--- src/rtl/led_pkg.sv ---
// Constants and helpers shared between the step controller and the LED pattern generator.
package led_pkg;

   localparam int MODE_W  = 2;
   localparam int SPEED_W = 2;

   localparam logic [MODE_W-1:0] MODE_FILL_UP  = 2'b00;
   localparam logic [MODE_W-1:0] MODE_DRAIN_UP = 2'b01;
   localparam logic [MODE_W-1:0] MODE_DRAIN_DN = 2'b10;
   localparam logic [MODE_W-1:0] MODE_FILL_DN  = 2'b11;

   // Step period for a speed index: each speed step halves the base period (shift only).
   function automatic int unsigned step_period(input int unsigned div,
                                               input logic [SPEED_W-1:0] speed);
      return div >> speed;
   endfunction

endpackage

--- src/rtl/led_step_ctrl_if.sv ---
// Button inputs and generator-facing outputs of the step controller, plus debounced levels.
interface led_step_ctrl_if;
   import led_pkg::*;

   logic               BTN_MODE;
   logic               BTN_RUN;
   logic               BTN_FAST;
   logic               SS;
   logic [MODE_W-1:0]  MODE;
   logic               RUN;
   logic [SPEED_W-1:0] SPEED;
   // Debounced button levels {fast, run, mode}, observation only.
   logic [2:0]         btn_level;

   modport master (
      input  BTN_MODE, BTN_RUN, BTN_FAST,
      output SS, MODE, RUN, SPEED, btn_level
   );

   modport slave (
      output BTN_MODE, BTN_RUN, BTN_FAST,
      input  SS, MODE, RUN, SPEED, btn_level
   );

endinterface

--- src/rtl/btn_debounce.sv ---
// Synchronizes and debounces one raw push-button; emits a one-cycle pulse on each accepted press.
module btn_debounce #(
   parameter int DEB_CYCLES = 1_000_000
) (
   input  logic Clk,
   input  logic RST,
   input  logic btn_raw,
   output logic level,
   output logic press
);

   localparam int CW = (DEB_CYCLES > 2) ? $clog2(DEB_CYCLES) : 1;
   localparam logic [CW-1:0] CNT_LAST = CW'(DEB_CYCLES - 1);

   logic [1:0]    sync_q;
   logic          level_d;
   logic [CW-1:0] cnt;

   always_ff @(posedge Clk or posedge RST) begin
      if (RST) begin
         sync_q  <= 2'b00;
         level   <= 1'b0;
         level_d <= 1'b0;
         press   <= 1'b0;
         cnt     <= '0;
      end else begin
         sync_q  <= {sync_q[0], btn_raw};
         level_d <= level;
         press   <= level & ~level_d;
         // Any sample agreeing with the accepted level restarts the stability window.
         if (sync_q[1] == level) begin
            cnt <= '0;
         end else if (cnt == CNT_LAST) begin
            level <= sync_q[1];
            cnt   <= '0;
         end else begin
            cnt <= cnt + 1'b1;
         end
      end
   end

endmodule

--- src/rtl/led_step_ctrl.sv ---
// Button front-end for the LED pattern generator: mode/run/speed registers and the step divider.
module led_step_ctrl
   import led_pkg::*;
#(
   parameter int STEP_DIV   = 25_000_000,
   parameter int DEB_CYCLES = 1_000_000
) (
   input  logic           Clk,
   input  logic           RST,
   led_step_ctrl_if.master bus
);

   localparam int CNT_W = $clog2(STEP_DIV);

   logic               press_mode, press_run, press_fast;
   logic               level_mode, level_run, level_fast;
   logic               any_event;
   logic [MODE_W-1:0]  mode_q;
   logic               run_q;
   logic [SPEED_W-1:0] speed_q;
   logic               ss_q;
   logic [CNT_W-1:0]   cnt;
   logic [CNT_W-1:0]   cnt_last;

   btn_debounce #(.DEB_CYCLES(DEB_CYCLES)) u_deb_mode (
      .Clk(Clk), .RST(RST), .btn_raw(bus.BTN_MODE), .level(level_mode), .press(press_mode)
   );

   btn_debounce #(.DEB_CYCLES(DEB_CYCLES)) u_deb_run (
      .Clk(Clk), .RST(RST), .btn_raw(bus.BTN_RUN), .level(level_run), .press(press_run)
   );

   btn_debounce #(.DEB_CYCLES(DEB_CYCLES)) u_deb_fast (
      .Clk(Clk), .RST(RST), .btn_raw(bus.BTN_FAST), .level(level_fast), .press(press_fast)
   );

   assign any_event = press_mode | press_run | press_fast;
   assign cnt_last  = CNT_W'(step_period(STEP_DIV, speed_q) - 1);

   always_ff @(posedge Clk or posedge RST) begin
      if (RST) begin
         mode_q  <= MODE_FILL_UP;
         run_q   <= 1'b0;
         speed_q <= '0;
      end else begin
         if (press_mode) mode_q  <= mode_q + 1'b1;
         if (press_run)  run_q   <= ~run_q;
         if (press_fast) speed_q <= speed_q + 1'b1;
      end
   end

   // Every press restarts the period so the generator never sees a stale strobe.
   always_ff @(posedge Clk or posedge RST) begin
      if (RST) begin
         cnt  <= '0;
         ss_q <= 1'b0;
      end else if (any_event || !run_q) begin
         cnt  <= '0;
         ss_q <= 1'b0;
      end else if (cnt == cnt_last) begin
         cnt  <= '0;
         ss_q <= 1'b1;
      end else begin
         cnt  <= cnt + 1'b1;
         ss_q <= 1'b0;
      end
   end

   assign bus.SS        = ss_q;
   assign bus.MODE      = mode_q;
   assign bus.RUN       = run_q;
   assign bus.SPEED     = speed_q;
   assign bus.btn_level = {level_fast, level_run, level_mode};

endmodule

--- src/flat_wrapper.sv ---
// flat-port wrapper written by rule: the top's interface ports become plain ports
module led_step_ctrl_flat import led_pkg::*;
#(
   parameter int STEP_DIV   = 25_000_000,
   parameter int DEB_CYCLES = 1_000_000
)
  (Clk, RST, bus_BTN_MODE, bus_BTN_RUN, bus_BTN_FAST, bus_SS, bus_MODE, bus_RUN, bus_SPEED, bus_btn_level);
  led_step_ctrl_if bus_i ();
  input  logic Clk;
  input  logic RST;
  input wire logic [$bits(bus_i.BTN_MODE)-1:0] bus_BTN_MODE;
  input wire logic [$bits(bus_i.BTN_RUN)-1:0] bus_BTN_RUN;
  input wire logic [$bits(bus_i.BTN_FAST)-1:0] bus_BTN_FAST;
  output wire logic [$bits(bus_i.SS)-1:0] bus_SS;
  output wire logic [$bits(bus_i.MODE)-1:0] bus_MODE;
  output wire logic [$bits(bus_i.RUN)-1:0] bus_RUN;
  output wire logic [$bits(bus_i.SPEED)-1:0] bus_SPEED;
  output wire logic [$bits(bus_i.btn_level)-1:0] bus_btn_level;
  assign bus_i.BTN_MODE = bus_BTN_MODE;
  assign bus_i.BTN_RUN = bus_BTN_RUN;
  assign bus_i.BTN_FAST = bus_BTN_FAST;
  assign bus_SS = bus_i.SS;
  assign bus_MODE = bus_i.MODE;
  assign bus_RUN = bus_i.RUN;
  assign bus_SPEED = bus_i.SPEED;
  assign bus_btn_level = bus_i.btn_level;
  led_step_ctrl #(.STEP_DIV(STEP_DIV), .DEB_CYCLES(DEB_CYCLES)) u_core (.Clk(Clk), .RST(RST), .bus(bus_i));
endmodule
--- config.mk ---
export PLATFORM = sky130hd
export DESIGN_NAME = led_step_ctrl_flat
export DESIGN_NICKNAME = d
export VERILOG_FILES = /design/src/rtl/led_pkg.sv /design/src/rtl/led_step_ctrl_if.sv /design/src/rtl/btn_debounce.sv /design/src/rtl/led_step_ctrl.sv /design/src/flat_wrapper.sv
export SDC_FILE = /design/constraint.sdc
export NUM_CORES = 1
export LEC_CHECK = 0
export CAP_MARGIN = 40
export CORE_MARGIN = 5
export CORE_UTILIZATION = 50
export CTS_BUF_LIST = sky130_fd_sc_hd__clkbuf_16
export DETAILED_ROUTE_END_ITERATION = 10
export GPL_TIMING_DRIVEN = 0
export PLACE_DENSITY = 0.7
export SYNTH_ARGS = -nofsm -noshare
export SYNTH_HDL_FRONTEND = slang
export SYNTH_SLANG_ARGS = --single-unit
--- constraint.sdc ---
create_clock -name Clk -period 3 [get_ports Clk]
set_input_delay 0.45 -clock Clk [delete_from_list [all_inputs] [get_ports Clk]]
set_output_delay 0.45 -clock Clk [all_outputs]
set_load 0.02 [all_outputs]
Yosys cells after proc, flatten, opt, wreduce, memory -nomap -nowiden
Cells that the tools add are included.
Word-level totals
  register bits: 106
  bits in latches: 0
  bits in writable memories: 0
  bits in read-only memories: 0
  input bits: 5
  output and inout port bits: 9
  word-level logic and storage cells: 62
  memories kept: 0
Cells by class
  $add $sub $neg: 7
  $mul: 0
  div/mod/pow operators: 0
  $lt $le $gt $ge: 0
  equality and inequality tests: 7
  shift-type cells: 1
  mux-type cells: 10
  bitwise gates (word level): 12
  reduce and logical (&&, ||, !) cells: 5
Operator list (number)
  2-to-1 mux 20 bit: 6
  adder 20 x 1 -> 20 bit, second input constant: 3
  equality test 20 bit, second input constant: 3
  2-to-1 mux 25 bit: 2
  adder 25 x 1 -> 25 bit, second input constant: 1
  equality test 25 bit: 1
  >> shifter 25 x 2 -> 25 bit, first input constant: 1
  subtractor 25 x 1 -> 25 bit, second input constant: 1
  NOT 1 bit: 7
  AND reduction 2 bit: 3
  adder 2 x 1 -> 2 bit, second input constant: 2
  AND 1 bit: 3
  equality test 1 bit: 3
  2-to-1 mux 1 bit: 2
  OR 1 bit: 2
  logical NOT 1 bit: 1
  logical OR 1 bit: 1

Logic depth before layout (Yosys ltp)
  word-level depth: 5
  depth in mapped cells: 10
  depth with buffers taken out: 9

Cells and area by module
A second synthesis with hierarchy kept.
Unflattened totals
  cell total of the unflattened synthesis: 520
  area, all modules: 5407.7 um^2
By module, submodules not included
  btn_debounce at u_core.u_deb_fast ...: times used 2, cells an instance 111, area each 1206.2 um^2
  led_step_ctrl: times used 1, cells an instance 186, area each 1824.2 um^2
  btn_debounce at u_core.u_deb_run: times used 1, cells an instance 112, area each 1171.1 um^2

Least setup slack after synthesis
OpenSTA, ideal clock, no wires.
  kind: reg-to-reg
  from: register u_core.speed_q[0], in the netlist u_core.bus.SPEED[0]
  to: register u_core.cnt[10]
  arrival time: 2344 ps
  data required time: 2881 ps
  setup slack: 537 ps
  cell stages (with the launch flop): 9
  path buffers: 1
  period minus slack after synthesis: 2463 ps
  cell sequence: dfrtp_1 > inv_1 > ha_1 > xor2_1 > or4_1 > a2111o_1 > o21bai_4 > buf_6 > nor2_1
On the way
  longest elaborated chain between the ends: 5
Ends and longest elaborated chain
  start, declared: line led_step_ctrl.sv:20  | logic [SPEED_W-1:0] speed_q;
  start signal, assigned: line led_step_ctrl.sv:48  | if (press_fast) speed_q <= speed_q + 1'b1;
  >> shifter 25 x 2 -> 25 bit: line led_pkg.sv:15  | return div >> speed;
  subtractor 25 x 1 -> 25 bit: line led_step_ctrl.sv:38  | assign cnt_last = CNT_W'(step_period(STEP_DIV, speed_q) - 1);
  equality test 25 bit: line led_step_ctrl.sv:60  | end else if (cnt == cnt_last) begin
  2-to-1 mux 25 bit: line led_step_ctrl.sv:60
  2-to-1 mux 25 bit: line led_step_ctrl.sv:57  | end else if (any_event || !run_q) begin
  end signal, assigned: line led_step_ctrl.sv:64  | cnt <= cnt + 1'b1;
  end, declared: line led_step_ctrl.sv:22  | logic [CNT_W-1:0] cnt;
No other way between the ends.
A chain may end at the register's enable or synchronous reset.

Worst setup path in the final report
  from: register u_core.speed_q[0], in the netlist u_core.bus.SPEED[0]
  to: register u_core.cnt[19]
Same word-level chain as after synthesis.

==> summary.txt <==
Logic synthesis
  – Yosys cell types: 33
  – Synth Area in Simple Gates: 23.9%
  – Synth Instances: 500
  – Mapped Nets: 517
  – Syn. warnings: 0
  – Syn Area/Cell: 10.2 um2
  – Adder-cell share of the synthesized area: 2.96%
  – Sequential share of the synthesized area: 52.2%
  – Synth Area in Compound Gates: 1.28%
  – FF+latch count, synth: 106
  – Area share of xor/xnor cells in the synthesized design: 16.4%
  – Area leader, netlist: dfrtp_1
  – Yosys top cell area share: 52.2%
  – Mux contribution to synthesized area: 0.665%
  – Mapped cell area: 5080 um2
  – Synth top area cells: dfrtp_1 (52%), xor2_1 (9.7%), nor2_1 (7.3%), xnor2_1 (6.7%), nand3_1 (3.4%)
  – Largest family of logic cells by synthesized area: simple AND/OR/NAND/NOR gates

Pwr
  – Peak VDD IR: 0.334 mV
  – Psw: 606 uW
  – Power Dens Cells: 487 nW/um2
  – Static leakage: 2.49 nW
  – Clock Power Share: 45.5%
  – Sequential share of power: 51.7%
  – Int Pwr: 2.21 mW
  – Combinational fraction of design power: 2.8%
  – Switch share: 21.5%

Status
  – Run status: finished, final reports clean

Global route
  – Largest net degree at the start of global routing: 34
  – Number of global-route vias before repair: 3,568
  – First-pass GRT wire length: 16,400 um
  – Initial antenna violation count: 0
  – GRT Util Overall: 15.8%
  – Grt ovf: 0

Clocking
  – Clock net sink count: 106
  – CTS tree: done
  – Resized Gates After CTS: 0
  – CTS root buf: clkbuf_16
  – Post-CTS Setup Inserts: 0
  – Post-cts hold buffer count: 0
  – H-tree levels: 3
  – TritonCTS buffer count: 9
  – Worst-path clk slew: 0.07 ns
  – Clock buffer depth: 2
  – Clk_lat worst skew: 0.34 ns

Finish
  – Share of cells above drive strength 1: 6.18%
  – Antenna fix cells: 0
  – Synthesis-to-layout area growth: 13.7%
  – Fin nets: 546

Critical path
  – Critical path type: reg -> reg
  – Crit path cell chain: inv_1 > ha_1 > xor2_1 > or4_1 > a2111o_1 > o21bai_4 > buf_6 > nor2_1
  – Req. time, crit path: 3.23 ns
  – Slowest CP cell: dfrtp_1
  – Crit path max-delay family: compound AO/OA/AOI/OAI gates
  – Worst setup EP type: flip-flop
  – Worst Path Max Fanout: 10
  – WP data arrival: 2.80 ns
  – Largest stage delay, worst path: 0.51 ns
  – CP Launch Type: flip-flop
  – Buf/Inv on CP: 2

Die
  – I/O pin count: 14
  – Chip Height: 111 um
  – Core Rows: 36
  – Core area: 9820 um2
  – Effective utilization at floorplan: 51.7%
  – Die W: 111 um
  – Area of the die: 12,300 um2

STA
  – RSZ-0062 raised after global routing: false
  – Setup TNS: 0 ns
  – Hold Vio Cnt, Final: 0
  – Max Slew Vio Count: 0
  – Fmax: 389 MHz
  – Max_slew headroom: 64.1%
  – Period utilization: 85.7%
  – Worst slew pin tran: 0.533 ns
  – Final Critical Period: 2.57 ns
  – Setup-failing EPs final: 0
  – Clock Skew: 0.00838 ns
  – Worst hold slack: 0.350 ns
  – Setup WS post-layout: 0.430 ns

Hold path
  – Hold crit path type: reg -> reg

Detailed routing
  – Drt pass-1 iters: 4
  – Detailed Route WL: 8930 um
  – DRC: 0
  – Final ANT Viol Nets: 0
  – WL/cell: 13.4 um
  – DRT iter0 DRCs: 103
  – DR vias/cell: 5.24
  – Via count: 3,498

Placed design
  – Final HPWL DP: 6380 um
  – Place WS: 0.429 ns
  – IO Port Bufs: 13
  – GP Congestion: 0.809

Run
  – Max Cap Viol: 0
## metrics by stage
step	power (mW)	util, %	instances	cell area [um2]
2_1_floorplan	1.53	-	500	5080
3_3_place_gp	1.55	54.8	646	5380
3_5_place_dp	1.57	55.5	651	5450
4_1_cts	2.85	58.8	667	5780
5_1_grt	2.93	58.8	667	5780
6_report	2.82	58.8	667	5780
## layout by cell type, fill, tap and decap left out, drive strengths merged
cell / n
or4b: 1
nor4b: 3
nand2: 24
nand4: 25
o2111ai: 1
and4b: 1
a2111o: 1
buf: 10
nand2b: 3
and4: 5
nor2b: 3
and3: 17
clkbuf: 18
clkinv: 1
or2: 2
clkinvlp: 2
dfrtp: 106
xor2: 56
nor4: 7
o21ai: 2
or4: 2
a21oi: 2
or3: 3
nor2: 99
nand4b: 1
mux2: 3
o21bai: 1
ha: 12
clkdlybuf4s50: 13
bufinv: 2
inv: 16
xnor2: 39
nand3: 35
nor3b: 1
nor3: 16
o22ai: 1
## power groups by stage
stage               sequential, mW  combinational (mW)  clock, mW
floorplan                     1.48              0.0515          0
global placement              1.48              0.0706          0
detailed placement            1.48              0.0824          0
CTS                           1.45              0.0827       1.31
global route                  1.46              0.0922       1.38
finish                        1.45              0.0788       1.28
## final timing paths
check                                                      start                                     to  slack [ns]  cells after the start
max                              u_core.bus.SPEED[0]$_DFFE_PP0P_               u_core.cnt[19]$_DFF_PP0_        0.43                      8
min                        u_core.u_deb_mode.sync_q[0]$_DFF_PP0_  u_core.u_deb_mode.sync_q[1]$_DFF_PP0_        0.35                      0
max reg2reg                      u_core.bus.SPEED[0]$_DFFE_PP0P_               u_core.cnt[19]$_DFF_PP0_        0.43                      8
min reg2reg                u_core.u_deb_mode.sync_q[0]$_DFF_PP0_  u_core.u_deb_mode.sync_q[1]$_DFF_PP0_        0.35                      0
max in group asynchronous                                    RST                u_core.cnt[8]$_DFF_PP0_        1.99                      3
min in group asynchronous                                    RST   u_core.u_deb_run.sync_q[1]$_DFF_PP0_        0.49                      2
## flip-flops by register name, indices dropped and copies added, names as in the netlist, 2 cells and up
| register | flops |
|---|---|
| u_core.bus.MODE | 2 |
| u_core.u_deb_run.cnt | 20 |
| u_core.cnt | 25 |
| u_core.u_deb_fast.sync_q | 2 |
| u_core.u_deb_mode.cnt | 20 |
| u_core.bus.SPEED | 2 |
| u_core.u_deb_run.sync_q | 2 |
| u_core.u_deb_fast.cnt | 20 |
| u_core.u_deb_mode.sync_q | 2 |
## synthesized netlist by cell type, drive strengths merged
cell type,number
a2111o,1
a21oi,2
and3,17
and4,5
and4b,1
buf,5
clkbuf,9
dfrtp,106
ha,12
inv,14
mux2,3
nand2,24
nand2b,3
nand3,35
nand4,25
nand4b,1
nor2,99
nor2b,3
nor3,16
nor3b,1
nor4,7
nor4b,3
o2111ai,1
o21ai,2
o21bai,1
o22ai,1
or2,2
or3,3
or4,2
or4b,1
xnor2,39
xor2,56
## worst register-to-register path, cell delays in order, from the launching register on
cell and delay, ns:
dfrtp_1 0.51, inv_1 0.15, ha_1 0.29, xor2_1 0.18, or4_1 0.40, a2111o_1 0.47
o21bai_4 0.22, buf_6 0.18, nor2_1 0.06
## layer usage
metal	vias to the layer above	GRT usage [%]	routed length, um
li1	1740	-	-
met1	1714	20.6	4140
met2	35	26.5	4440
met3	9	3.77	246
met4	0	4.43	102
met5	-	0	0
## cell type report
type / count / area [um2]
Multi-Input combinational cell: 366 / 2290
Inverter: 14 / 56.3
Tap cell: 133 / 166
Clock inverter: 7 / 103
Fill cell: 851 / 4040
Timing Repair Buffer: 18 / 200
Clock buffer: 9 / 225
Sequential cell: 106 / 2650
Buffer: 14 / 78.8
## cells by family after synthesis
kind of cell | after synthesis
muxes | 3
xor gates and xnor gates | 95
AOI/OAI and AO/OA | 8
buffers and inverters | 28
and+or+nand+nor | 248
DFF | 106
adders and majority gates | 12
Note: power is estimated with default switching activity, not from simulation.
